[config.mk]
export PLATFORM = sky130hd
export DESIGN_NAME = mem_port_arbiter
export DESIGN_NICKNAME = d
export VERILOG_FILES = /design/src/rtl/mem_port_arbiter_pkg.sv /design/src/rtl/mem_port_arbiter_arb_pick.sv /design/src/rtl/mem_port_arbiter.sv
export SDC_FILE = /design/constraint.sdc
export NUM_CORES = 1
export LEC_CHECK = 0
export CELL_PAD_IN_SITES_DETAIL_PLACEMENT = 0
export CELL_PAD_IN_SITES_GLOBAL_PLACEMENT = 1
export CORE_UTILIZATION = 40
export CTS_CLUSTER_SIZE = 16
export DETAILED_ROUTE_END_ITERATION = 8
export DONT_BUFFER_PORTS = 1
export PLACE_DENSITY = 0.88
export SYNTH_ARGS = -nofsm -noshare
export SYNTH_HDL_FRONTEND = slang
export SYNTH_SLANG_ARGS = --single-unit
[constraint.sdc]
create_clock -name clk -period 1.9 [get_ports clk]
set_clock_uncertainty 0.2 [all_clocks]
set_input_delay 0.19 -clock clk [delete_from_list [all_inputs] [get_ports clk]]
set_output_delay 0.19 -clock clk [all_outputs]
set_load 0.1 [all_outputs]
[src/rtl/mem_port_arbiter_pkg.sv]
// ============================================================================
// Module   : mem_port_arbiter_pkg
// Brief    : Shared types and constants for the fetch/LSU memory arbiter:
//            FSM state encodings, port ids and grant-vector bit positions.
//            Supplies a fallback `ADDR_WIDTH when the system header is absent.
// Revision : 1.0 - initial release
// ============================================================================
`default_nettype none

`ifndef ADDR_WIDTH
`define ADDR_WIDTH 16
`endif

package mem_port_arbiter_pkg;

  typedef enum logic [1:0] {
    ARB_IDLE  = 2'd0,
    ARB_ISSUE = 2'd1,
    ARB_RESP  = 2'd2
  } arb_state_e;

  localparam logic PORT_I = 1'b0;
  localparam logic PORT_D = 1'b1;

  // Bit positions inside the selector's grant vector
  localparam int GNT_I = 0;
  localparam int GNT_D = 1;

endpackage

`default_nettype wire

[src/rtl/mem_port_arbiter_arb_pick.sv]
// ============================================================================
// Module   : arb_pick
// Brief    : Combinational request selector for the memory arbiter.
//            MEM_ARB_RR_EN defined   : round-robin on conflict (opposite of
//                                      the last grant).
//            MEM_ARB_RR_EN undefined : fixed priority, data port wins.
// Revision : 1.0 - initial release
// ============================================================================
`default_nettype none

module arb_pick
  import mem_port_arbiter_pkg::*;
(
  input  logic       i_req,
  input  logic       d_req,
  input  logic       last_grant,
  output logic [1:0] grant
);

`ifdef MEM_ARB_RR_EN
  // Conflict goes to whichever port did not win the previous grant.
  always_comb begin
    grant = 2'b00;
    if (i_req && d_req) begin
      if (last_grant == PORT_D) begin
        grant[GNT_I] = 1'b1;
      end else begin
        grant[GNT_D] = 1'b1;
      end
    end else begin
      grant[GNT_I] = i_req;
      grant[GNT_D] = d_req;
    end
  end
`else
  // History is irrelevant in the fixed-priority build.
  logic unused_last_grant;
  assign unused_last_grant = last_grant;

  // Data port always wins a conflict; fetch only goes when LSU is quiet.
  always_comb begin
    grant        = 2'b00;
    grant[GNT_D] = d_req;
    grant[GNT_I] = i_req & ~d_req;
  end
`endif

endmodule

`default_nettype wire

[src/rtl/mem_port_arbiter.sv]
// ============================================================================
// Module   : mem_port_arbiter
// Brief    : Shares the single-port main memory between instruction fetch
//            (port I) and load/store (port D). One transaction at a time:
//            IDLE (grant) -> ISSUE (drive memory) -> RESP (return result).
//            Optional build macro MEM_ARB_RR_EN selects round-robin
//            arbitration and adds the last-grant register.
// Revision : 1.0 - initial release
// ============================================================================
`default_nettype none

`ifndef ADDR_WIDTH
`define ADDR_WIDTH 16
`endif

module mem_port_arbiter
  import mem_port_arbiter_pkg::*;
#(
  parameter int DATA_WIDTH = 32
) (
  input  logic                   clk,
  input  logic                   reset,
  // fetch port
  input  logic                   i_req,
  input  logic [`ADDR_WIDTH-1:0] i_addr,
  output logic                   i_gnt,
  output logic                   i_rvalid,
  output logic [DATA_WIDTH-1:0]  i_rdata,
  // load/store port
  input  logic                   d_req,
  input  logic                   d_we,
  input  logic [`ADDR_WIDTH-1:0] d_addr,
  input  logic [DATA_WIDTH-1:0]  d_wdata,
  output logic                   d_gnt,
  output logic                   d_done,
  output logic [DATA_WIDTH-1:0]  d_rdata,
  // memory port
  output logic                   mem_req_valid,
  output logic                   mem_we,
  output logic [`ADDR_WIDTH-1:0] mem_addr,
  output logic [DATA_WIDTH-1:0]  mem_wdata,
  output logic                   mem_wdata_oe,
  input  logic [DATA_WIDTH-1:0]  mem_rdata,
  output logic                   busy
);

  arb_state_e             state_q, state_d;
  logic                   port_q, port_d;
  logic                   we_q, we_d;
  logic [`ADDR_WIDTH-1:0] addr_q, addr_d;
  logic [DATA_WIDTH-1:0]  wdata_q, wdata_d;
  logic                   busy_q, busy_d;

  logic       last_grant;
  logic [1:0] grant;
  logic       idle;
  logic       take;
  logic       in_issue;
  logic       in_resp;

  // Grants are suppressed while reset is held so every output reads 0.
  assign idle = (state_q == ARB_IDLE) && !reset;

  arb_pick u_pick (
    .i_req      (i_req),
    .d_req      (d_req),
    .last_grant (last_grant),
    .grant      (grant)
  );

  assign i_gnt = idle & grant[GNT_I];
  assign d_gnt = idle & grant[GNT_D];
  assign take  = i_gnt | d_gnt;

`ifdef MEM_ARB_RR_EN
  logic last_grant_q, last_grant_d;

  // Remember the winner of every grant for the next conflict.
  always_comb begin
    last_grant_d = last_grant_q;
    if (take) begin
      last_grant_d = d_gnt ? PORT_D : PORT_I;
    end
  end

  // Last-grant history register; starts as if port D won most recently.
  always_ff @(posedge clk or posedge reset) begin
    if (reset) begin
      last_grant_q <= PORT_D;
    end else begin
      last_grant_q <= last_grant_d;
    end
  end

  assign last_grant = last_grant_q;
`else
  assign last_grant = PORT_D;
`endif

  // Next-state and request latching; payload is captured only on a grant.
  always_comb begin
    state_d = state_q;
    port_d  = port_q;
    we_d    = we_q;
    addr_d  = addr_q;
    wdata_d = wdata_q;
    unique case (state_q)
      ARB_IDLE: begin
        if (take) begin
          state_d = ARB_ISSUE;
          port_d  = d_gnt ? PORT_D : PORT_I;
          we_d    = d_gnt & d_we;
          addr_d  = d_gnt ? d_addr : i_addr;
          wdata_d = d_gnt ? d_wdata : '0;
        end
      end
      ARB_ISSUE: state_d = ARB_RESP;
      ARB_RESP:  state_d = ARB_IDLE;
      default:   state_d = ARB_IDLE;
    endcase
    busy_d = (state_d != ARB_IDLE);
  end

  // State and request latches; reset abandons any in-flight transaction.
  always_ff @(posedge clk or posedge reset) begin
    if (reset) begin
      state_q <= ARB_IDLE;
      port_q  <= 1'b0;
      we_q    <= 1'b0;
      addr_q  <= '0;
      wdata_q <= '0;
      busy_q  <= 1'b0;
    end else begin
      state_q <= state_d;
      port_q  <= port_d;
      we_q    <= we_d;
      addr_q  <= addr_d;
      wdata_q <= wdata_d;
      busy_q  <= busy_d;
    end
  end

  assign in_issue = (state_q == ARB_ISSUE);
  assign in_resp  = (state_q == ARB_RESP);

  // Output decode: memory port only in ISSUE, responses only in RESP.
  always_comb begin
    mem_req_valid = in_issue;
    mem_we        = in_issue & we_q;
    mem_wdata_oe  = in_issue & we_q;
    mem_addr      = in_issue ? addr_q  : '0;
    mem_wdata     = in_issue ? wdata_q : '0;
    i_rvalid      = in_resp & (port_q == PORT_I);
    d_done        = in_resp & (port_q == PORT_D);
    i_rdata       = i_rvalid ? mem_rdata : '0;
    d_rdata       = d_done   ? mem_rdata : '0;
  end

  assign busy = busy_q;

endmodule

`default_nettype wire

Yosys cells after proc, flatten, opt, wreduce, memory -nomap -nowiden
Index checks and enable logic that the tools add are counted.
{"block": "totals", "regBits": 53, "output_inout_bits": 120, "elab_cells": 32}
{"block": "op_classes", "n_eq_ne": 2, "n_mux": 9, "bitwise": 10, "n_reduce_logical": 5}
{"op": "$mux W32", "count": 4}
{"op": "$mux W16", "count": 2}
{"op": "$and A1 B1 Y1", "count": 7}
{"op": "$pmux W2 S2", "count": 1}
{"op": "$eq A2 B1 Y1 const B", "count": 1}
{"op": "$eq A2 B2 Y1 const B", "count": 1}
{"op": "$logic_not A2 Y1", "count": 1}
{"op": "$mux W2", "count": 1}
{"op": "$not A1 Y1", "count": 2}
{"op": "$reduce_and A2 Y1", "count": 1}
{"op": "$reduce_bool A2 Y1", "count": 1}
{"op": "$logic_and A1 B1 Y1", "count": 1}
{"op": "$logic_not A1 Y1", "count": 1}
{"op": "$mux W1", "count": 1}
{"op": "$or A1 B1 Y1", "count": 1}

Depth between registers and ports, before layout
{"block": "depth", "ltp_word": 7, "ltp_mapped": 6}

Modules after synthesis
From an unflattened synthesis, not the netlist that was laid out.
{"block": "hier_totals", "hier_cells": 272, "area_unflattened_um2": 2813.9}
{"module": "mem_port_arbiter", "n_inst": 1, "cells_per_inst": 270, "area_each_um2": 2792.7}
{"module": "arb_pick", "n_inst": 1, "cells_per_inst": 2, "area_each_um2": 21.3}

Worst setup path before layout
Ideal clock, no wire load.
{"block": "synth_timing", "path_kind": "register to output", "startpoint": "register state_q[0]", "endpoint": "output i_rdata[22]", "arrival_time_ns": 2.658, "path_slack_ns": -1.148, "stages_incl_launch_ff": 4, "path_buffers": 1, "cell_sequence": "dfrtp_1 -> nor3b_1 -> clkbuf_1 -> and2_1"}
{"block": "synth_between", "elab_chain_len": 3}
{"item": "from (decl)", "line": "mem_port_arbiter.sv:47", "source": "arb_state_e state_q, state_d;"}
{"item": "from (signal assigned)", "line": "mem_port_arbiter.sv:134", "source": "state_q <= state_d;"}
{"item": "$eq A2 B2 Y1", "line": "mem_port_arbiter.sv:144", "source": "assign in_resp = (state_q == ARB_RESP);"}
{"item": "$and A1 B1 Y1", "line": "mem_port_arbiter.sv:153", "source": "i_rvalid = in_resp & (port_q == PORT_I);"}
{"item": "via i_rvalid", "line": "mem_port_arbiter.sv:27", "source": "output logic i_rvalid,"}
{"item": "$mux W32", "line": "mem_port_arbiter.sv:155", "source": "i_rdata = i_rvalid ? mem_rdata : '0;"}
{"item": "to (decl)", "line": "mem_port_arbiter.sv:28", "source": "output logic [DATA_WIDTH-1:0] i_rdata,"}
The timed path passes the listed nets, and every way through them passes these cells.

Worst setup path in the final report
{"block": "layout_timing", "startpoint": "register state_q[0]", "endpoint": "output i_rdata[13]"}
{"block": "layout_between", "elab_chain_len": 3}
{"item": "$eq A2 B2 Y1", "line": "mem_port_arbiter.sv:144"}
{"item": "$and A1 B1 Y1", "line": "mem_port_arbiter.sv:153"}
{"item": "$mux W32", "line": "mem_port_arbiter.sv:155"}
Every way passes these cells.

==> impl_results.md <==
* Status: complete, but fails checks
* Failing checks: setup timing
* Antenna Violating Nets Remaining at 0
* Finished Cell Area at between 6000 and 7000 um^2
* Vias in the first global route at roughly 3,100
* Core area at 6870 um^2
* Worst Tran Pin Value at 0.600 ns
* Sum Neg Setup Slack at -14.41 ns
* Initial Util at 0.420
* Required @ worst endpoint at approximately 1.5 ns
* CTS tree: yes
* Syn nets at 376
* Largest net degree at the start of global routing at 43
* Peak supply drop at 0.790 mV
* F_max at 0.485 GHz
* Gr usage total at 0.325
* Syn Inst Count at between 200 and 300
* First-pass GRT wire length at around 18,000 um
* Total CTS buffers at 5
* FILL cells at 263
* 1st-pass router iterations at 5
* Worst-Skew Late Latency at roughly 0.30 ns
* Setup CP Type: flop to primary output
* Final setup fails at 117
* Synth async-reset ratio at 1.00
* HP Start: i_addr[10]
* Post-layout util at 0.901
* Post-synthesis sequential area ratio at 0.460
* CTS Sinks at 53
* Final WS setup at -0.163 ns
* Rows at 30
* Hold_ws at 0.00633 ns
* Remaining DRCs at 0
* Post-route minimum period at 2.06 ns
* RePlAce Congestion at approximately 0.75
* Yosys cell types at 26
* Initial antenna violation count at 0
* Synth Area per Inst at about 10 um^2
* Clock buffer depth at 2
* Max Transition Viols Final at 0
* Worst hold path type: primary input to flop
* RSZ-0062 raised after global routing: true
* Initial drt markers at 154
* Synth area leader: dfrtp_1
* Die area at between 7000 and 8000 um^2
* Post-synth EDFFs at 0
* I/O pin count at between 200 and 250
* Critical Path Sink Type: primary output
* Clock tree root buffer cell: clkbuf_8
* Max cap viols at 0
* Via count at approximately 3,100
* Crit path DAT at 1.67 ns
* Layout cells sized above 1 at 0.621
* HPWL after DPL at slightly below 8000 um
* Cell area after synthesis at between 2000 and 3000 um^2
* Area after DPL at 5190 um^2
* Crit start category: flop
* Total Nets Final at ~540
* Wire per inst at between 20 and 30 um
* Yosys Warn Count at 0
* Share of the synthesized area in the top cell type at 0.460
* DRT Wirelength at 13,500 um
* Die height at just under 90 um
* Synth area leaders: dfrtp_1, and2_1, a22o_1
* Layout area overhead at 115%
* Worst r2r src: state_q[0]
* Port-buffer cells at 0
* Most common cell after layout, fill and taps aside: buf_12
* Hold Vio Cnt, Final at 0
* Yosys reg bits at 53
* Power Density at just over 800 nW/um^2
* Fin crit share at 1.09
* Mean number of vias per cell at approximately 5.7
* Commonest non-fill, non-tap cells in the layout: buf_12, and2_4, dlygate4sd3_1
* Crit-path max FO at 11
* Die Width at between 80 and 90 um
* CP Launch Point: state_q[0]
* Global route overflow at 0
* H-Tree Depth at 2
* Max_slew headroom at 0.599
* Leakage Power at 2.69 nW
* Synth Flop Type: dfrtp_1
* Clk pin slew, worst setup/hold paths at around 0.10 ns
## flip-flops by register name, indices dropped and copies added, names as in the netlist
| signal | count |
|---|---|
| wdata_q | 32 |
| addr_q | 16 |
| state_q | 2 |
| busy | 1 |
| port_q | 1 |
| we_q | 1 |
## power by group
group / leakage (nW) / switching, mW / internal, mW
Sequential: 0.660 / 0.208 / 1.37
Combinational: 1.99 / 1.68 / 1.12
Clock: 0.0423 / 0.420 / 0.269
Total: 2.69 / 2.31 / 2.76
## metal layers
layer	share of wire	routed length [um]	track usage
met1	0.35	4740	0.344
met2	0.54	7240	0.601
met3	0.081	1090	0.0948
met4	0.031	415	0.135
met5	0	0	0
## synthesized netlist by cell type, types with 2 or more instances
master       n
a22o_1      33
a22oi_1      3
and2_1     113
buf_2        7
clkbuf_1    15
dfrtp_1     53
inv_1        3
nand2_1      4
nor2b_1      2
o221a_2     13
o2bb2ai_1    3
o32a_1       7
o32a_2       6
## critical path: stages (launching register included)
cell     delay [ns]
dfrtp_1        0.41
buf_6          0.13
nor3b_4        0.19
buf_4          0.17
buf_16         0.12
and2_2         0.17
buf_12         0.17
## worst paths after layout
path	endpoint	slack, ns	cells past startpoint
min	addr_q[10]	0.006	2
max	i_rdata[13]	-0.16	6
min in group asynchronous	addr_q[14]	0.21	2
max in group asynchronous	addr_q[6]	0.72	3
max reg2reg	addr_q[11]	0.05	4
min reg2reg	addr_q[12]	0.33	1
## kinds of logic after synthesis
logic type,count (synthesis),synth area share
buffers and inverters,30,0.0499
AO/OA/AOI/OAI,66,0.218
AND/OR/NAND/NOR,126,0.272
flip-flops,53,0.460
## metrics by stage
stage	std cells	power (mW)	worst slack, ns
2_1_floorplan	275	3.25	-0.0179
5_1_grt	534	5.21	-0.236
3_5_place_dp	458	4.04	0.0912
4_1_cts	530	4.88	-0.140
3_3_place_gp	458	3.96	0.153
6_report	535	5.06	-0.163
## area by class of cell
class | instances | area [um^2] | share of cell area
inverters | 4 | 15.0 | 0.00243
multi-input cells | 192 | 1700 | 0.275
clock inverters | 3 | 26.3 | 0.00425
well taps | 96 | 120 | 0.0194
diodes | 1 | 2.50 | 0.000404
repair buffers | 181 | 2930 | 0.474
clock buffers | 5 | 68.8 | 0.0111
flip-flops and latches | 53 | 1330 | 0.214
## what timing repair did
item	4_1_cts	5_1_grt
gates resized for setup	31	49
gates cloned	4	4
endpoints found under the hold margin	75	0
hold buffers	57	0
pin swaps	19	32
endpoints found under the setup margin	83	132
buffers inserted	3	1
(Power assumes the default switching activity.)
